$ cat src/rtl/GPU_Shader_pkg.sv
// Types shared across the GPU shader blocks: memory word, add-engine job
// descriptor and the job scheduler state encoding.
package GPU_Shader_pkg;

   typedef logic [31:0] word_t;
   localparam int MEM_DEPTH = 1024;

   typedef struct packed {
      word_t baseA;
      word_t baseB;
      word_t baseC;
      word_t length;
   } job_t;

   typedef enum logic [1:0] {
      IDLE,
      START,
      RELEASE,
      CMPL
   } sched_state_t;

endpackage

$ cat src/rtl/matadd_job_scheduler_rr_arbiter.sv
// Combinational round-robin pick: first requesting index after last_grant,
// wrapping at NREQ.
module rr_arbiter #(
   parameter int NREQ = 2
) (
   input  logic [NREQ-1:0]         req,
   input  logic [$clog2(NREQ)-1:0] last_grant,
   output logic [$clog2(NREQ)-1:0] grant,
   output logic                    grant_valid
);

   localparam int GW = $clog2(NREQ);

   logic [GW-1:0] idx;

   // NOTE: every variable gets a default before the search, so no path leaves one unassigned and no latch is inferred.
   always_comb begin
      grant       = '0;
      grant_valid = 1'b0;
      idx         = '0;
      for (int k = 1; k <= NREQ; k++) begin
         idx = GW'((int'(last_grant) + k) % NREQ);
         if (!grant_valid && req[idx]) begin
            grant       = idx;
            grant_valid = 1'b1;
         end
      end
   end

endmodule

$ cat src/rtl/matadd_job_scheduler.sv
// Shares one matrix-add engine among NREQ requesters: one job slot each,
// round-robin dispatch, start/done handshake with a watchdog timeout.
module matadd_job_scheduler
   import GPU_Shader_pkg::*;
#(
   parameter int NREQ    = 2,
   parameter int TIMEOUT = 4096
) (
   input  logic                    clk,
   input  logic                    rst_n,
   input  logic [NREQ-1:0]         req_valid,
   output logic [NREQ-1:0]         req_ready,
   input  job_t [NREQ-1:0]         req_job,
   output logic [NREQ-1:0]         cmpl_valid,
   output logic                    cmpl_err,
   output logic                    eng_start,
   output logic [31:0]             eng_baseA,
   output logic [31:0]             eng_baseB,
   output logic [31:0]             eng_baseC,
   output logic [31:0]             eng_length,
   input  logic                    eng_busy,
   input  logic                    eng_done,
   output logic                    sched_busy,
   output logic [$clog2(NREQ)-1:0] grant_id
);

   localparam int              GW      = $clog2(NREQ);
   localparam int              WW      = $clog2(TIMEOUT) + 1;
   localparam logic [WW-1:0]   WD_LAST = WW'(TIMEOUT - 1);
   localparam logic [WW-1:0]   WD_MAX  = '1;

   sched_state_t    state, next_state;
   logic [NREQ-1:0] slot_valid;
   job_t            slot_job [NREQ];
   job_t            eng_job;
   logic [GW-1:0]   last_grant;
   logic [GW-1:0]   arb_grant;
   logic            arb_valid;
   logic            err;
   logic            timeout_hit;
   logic [WW-1:0]   watchdog;
   logic [NREQ-1:0] accept;
   logic            unused_eng_busy;

   assign unused_eng_busy = eng_busy;

   // Ready comes straight off the slot flops, so a slot freed in CMPL
   // only reopens the cycle after.
   assign req_ready   = ~slot_valid;
   assign accept      = req_valid & ~slot_valid;
   assign timeout_hit = (state == START) && !eng_done && (watchdog == WD_LAST);

   assign eng_baseA  = eng_job.baseA;
   assign eng_baseB  = eng_job.baseB;
   assign eng_baseC  = eng_job.baseC;
   assign eng_length = eng_job.length;

   rr_arbiter #(.NREQ(NREQ)) u_arb (
      .req         (slot_valid),
      .last_grant  (last_grant),
      .grant       (arb_grant),
      .grant_valid (arb_valid)
   );

   // NOTE: sequential state uses non-blocking assignments only, so every flop samples pre-edge values.
   always_ff @(posedge clk or negedge rst_n) begin
      if (!rst_n) state <= IDLE;
      else        state <= next_state;
   end

   always_comb begin
      next_state = state;
      eng_start  = 1'b0;
      cmpl_valid = '0;
      cmpl_err   = 1'b0;
      sched_busy = (state != IDLE) || (|slot_valid);
      case (state)
         IDLE: begin
            if (arb_valid)
               next_state = (slot_job[arb_grant].length == '0) ? CMPL : START;
         end
         START: begin
            eng_start = 1'b1;
            if (eng_done || (watchdog == WD_LAST)) next_state = RELEASE;
         end
         RELEASE: begin
            if (err || !eng_done) next_state = CMPL;
         end
         CMPL: begin
            cmpl_valid[grant_id] = 1'b1;
            cmpl_err             = err;
            next_state           = IDLE;
         end
         default: next_state = IDLE;
      endcase
   end

   // NOTE: job payload storage has no reset; slot_valid alone decides whether an entry is meaningful.
   always_ff @(posedge clk) begin
      for (int i = 0; i < NREQ; i++)
         if (accept[i]) slot_job[i] <= req_job[i];
   end

   always_ff @(posedge clk or negedge rst_n) begin
      if (!rst_n) begin
         slot_valid <= '0;
         last_grant <= GW'(NREQ - 1);
         err        <= 1'b0;
         watchdog   <= '0;
         eng_job    <= '0;
         grant_id   <= '0;
      end else begin
         // accept and clear can never hit the same slot: accept needs it empty
         slot_valid <= (slot_valid | accept) & ~cmpl_valid;
         case (state)
            IDLE: begin
               if (arb_valid) begin
                  eng_job  <= slot_job[arb_grant];
                  grant_id <= arb_grant;
                  watchdog <= '0;
               end
            end
            START: begin
               if (watchdog != WD_MAX) watchdog <= watchdog + 1'b1;
               if (timeout_hit) err <= 1'b1;
            end
            CMPL: begin
               last_grant <= grant_id;
               err        <= 1'b0;
            end
            default: ;
         endcase
      end
   end

endmodule

$ cat config.mk
export PLATFORM = sky130hd
export DESIGN_NAME = matadd_job_scheduler
export DESIGN_NICKNAME = d
export VERILOG_FILES = /design/src/rtl/GPU_Shader_pkg.sv /design/src/rtl/matadd_job_scheduler_rr_arbiter.sv /design/src/rtl/matadd_job_scheduler.sv
export SDC_FILE = /design/constraint.sdc
export NUM_CORES = 1
export LEC_CHECK = 0
export ABC_CLOCK_PERIOD_IN_PS = 10500
export BUFFER_PORTS_ARGS = -buffer_cell sky130_fd_sc_hd__buf_2
export CORE_UTILIZATION = 58
export CTS_BUF_LIST = sky130_fd_sc_hd__clkbuf_2 sky130_fd_sc_hd__clkbuf_4 sky130_fd_sc_hd__clkbuf_8
export DETAILED_ROUTE_END_ITERATION = 8
export PLACE_DENSITY = 0.87
export REMOVE_ABC_BUFFERS = 1
export SETUP_SLACK_MARGIN = 0.05
export SLEW_MARGIN = 25
export SYNTH_ARGS = -nofsm -noshare
export SYNTH_HDL_FRONTEND = slang
export SYNTH_HIERARCHICAL = 1
export SYNTH_SLANG_ARGS = --single-unit
$ cat constraint.sdc
create_clock -name clk -period 10.5 [get_ports clk]
set_input_delay 2.1 -clock clk [delete_from_list [all_inputs] [get_ports clk]]
set_output_delay 2.1 -clock clk [all_outputs]
set_load 0.01 [all_outputs]
==> run_results.csv <==
group,metric,value,unit
outcome,outcome,"finished, final reports clean",
pwr,powerDensity,299,mW/mm^2
global_routing,grt_use_met3,0.0751,
critical_path,r2r-start,"state[0]",
clock_network,worstSkewPairLatency,0.59,ns
finish,nNetsFinal,1660,
sta,rsz0062_at_grt,"false",
sta,period_share,0.373,
flow_run,drv_cap,0,
global_routing,grtUsageTotal,0.271,
pwr,p_total,5.52,mW
synthesis,synth_area_leaders,"edfxtp_1 52%, dfrtp_1 25%, mux2i_1 8.9%",
synthesis,synth-async-reset-ratio,0.366,
die,core,0.0251,sq mm
sta,tightest_slew,1.04,ns
synthesis,ys_seq_area_frac,0.767,
synthesis,ys_ff_latch,404,
synthesis,synth_cells,971,
global_routing,grt_antenna_before_repair,10,
finish,fin_util,0.736,
synthesis,ys_types,40,
critical_path,critPathKind,"flip-flop to output pin",
clock_network,post_cts_buffers,0,
synthesis,syn_area,0.0148,sq mm
critical_path,crit_path_start_kind,"flip-flop",
sta,setup_viol,0,
clock_network,numClockSinks,404,
finish,final_common_cell,"buf_2",
global_routing,grt_pass1_wl,53800,microns
clock_network,root_buffer,"clkbuf_8",
critical_path,cp_max_fo,12,
critical_path,cp.arrival,1.82,ns
route,via_count,9742,
route,drc,0,
finish,mostFrequentLayoutCells,"395 x buf_2, 256 x edfxtp_1, 147 x dfrtp_1",
placed_design,dp.cells,1658,
finish,finalNonFillerCells,1783,
global_routing,top_usage_layer,"met2",
clock_network,clk_pin_slew_worst_paths,0.06,ns
route,via_per_inst,5.46,
placed_design,place_congestion,0.838,
clock_network,clockBufferDepth,3,
route,drtAntennaViolNets,0,
die,fp.dieW,162,microns
synthesis,synth_top_flop_cell,"edfxtp_1",
global_routing,met2_usage,0.463,
placed_design,numPortBuffers,396,
sta,relSlewSlack,0.305,
global_routing,overflow,0,
sta,finalHoldViolCount,0,
global_routing,grt_max_degree,117,
synthesis,synth_top_cell_by_area,"edfxtp_1",
clock_network,cts_buffers,61,
die,die_y,162,microns
global_routing,first_global_vias,10300,
synthesis,synth_edf_count,256,
clock_network,htree_num_levels,2,
pwr,static-leakage-power,7.82,nW
route,routedWlPerCell,20.3,microns
die,die-area,0.0262,sq mm
die,ios,398,
route,drt_pre_antenna_iters,5,
sta,min_period,3.92,ns
finish,area_growth,24.4,%
pwr,ir_drop,715,uV
critical_path,cp-end-kind,"output pin",
placed_design,dp_hpwl,22700,microns
synthesis,synth_warnings,6,
sta,skew,0.0134,ns
sta,fmax,0.255,GHz
critical_path,worstPathRequired,8.40,ns
sta,holdWs,0.524,ns
critical_path,critPathLaunch,"state[1]",
clock_network,ctsHoldBuffers,0,
die,initial_core_util,0.591,
finish,drive_above_1_share,0.364,
die,num_rows,58,
finish,fillers,1543,
worst_hold_path,hold_path_class,"flip-flop to flip-flop",
route,drt_iter0_drc,805,
route,totalWireLength,36200,microns
synthesis,postSynthAreaPerCell,15.3,sq um
clock_network,cts_resized,0,
global_routing,use_met1,0.317,
synthesis,yosysTopAreaCellShare,0.518,
clock_network,cts_tree,"yes",
worst_hold_path,min_from,"eng_length[6]",
sta,finalMaxSlewViolations,0,
cell type report:
type                       count  area, sq um  share of cell area
antenna                       11         27.5             0.00149
inverter                       9         33.8             0.00183
multi-input combinational    511         3240               0.175
timing repair buffer         405         2090               0.113
sequential                   404        11400               0.617
clock buffer                  94         1150              0.0623
tap                          330          413              0.0224
clock inverter                19          125             0.00677
Yosys cell counts, drive strengths merged, types with 4 or more instances:
master,instances
a21oi,134
and2,4
buf,23
clkbuf,24
dfrtp,147
edfxtp,256
ha,6
inv,9
mux2i,132
nand2,18
nand3,11
nor2,144
nor3,6
nor4,14
o21ai,9
or4,5
cell families after synthesis:
kind of cell | after synthesis | synth area share
AOI/OAI and AO/OA | 157 | 0.0568
muxes | 133 | 0.0898
and+or+nand+nor | 215 | 0.0647
adders and majority gates | 6 | 0.00506
buffers and inverters | 56 | 0.0163
DFF | 404 | 0.767
layer usage:
metal  wire length (microns)  up-vias
met4                    1390        0
met1                   13000     4755
met2                   18800      465
met5                       0        -
li1                        -     4426
met3                    3000       96
final timing paths:
| kind | to | slack, ns | depth (start not counted) |
|---|---|---|---|
| setup / recovery | eng_start | 6.58 | 3 |
| hold / removal | eng_length[6] | 0.52 | 2 |
| setup reg to reg | eng_baseB[8] | 7.66 | 6 |
| hold reg to reg | eng_length[6] | 0.52 | 2 |
| max in group asynchronous | eng_baseC[12] | 7.41 | 2 |
| min in group asynchronous | eng_length[31] | 1.54 | 1 |
power by group:
part / total [mW] / switching [mW] / internal (mW)
logic: 1.83 / 1.13 / 0.697
clock network: 1.33 / 0.602 / 0.724
registers: 2.36 / 0.209 / 2.16
critical path, cell delays in order (launching register included):
cell	delay (ns)
dfrtp_1	0.40
inv_1	0.12
ha_1	0.48
buf_2	0.23
stage by stage:
step	instance area [sq um]	TNS, ns	setup slack, ns
CTS	18400	0	6.56
finish	18500	0	6.58
global placement	17100	0	6.17
floorplan	14600	-593.24	-5.08
global route	18500	0	6.47
detailed placement	17100	0	6.15
registers in the layout (all words and copies together), names as in the netlist:
| signal | flops |
|---|---|
| slot_job | 256 |
| eng_baseA | 32 |
| eng_baseB | 32 |
| eng_baseC | 32 |
| eng_length | 32 |
| watchdog | 13 |
| slot_valid | 2 |
| state | 2 |
| err | 1 |
| grant_id | 1 |
| last_grant | 1 |
(Power assumes the default switching activity.)
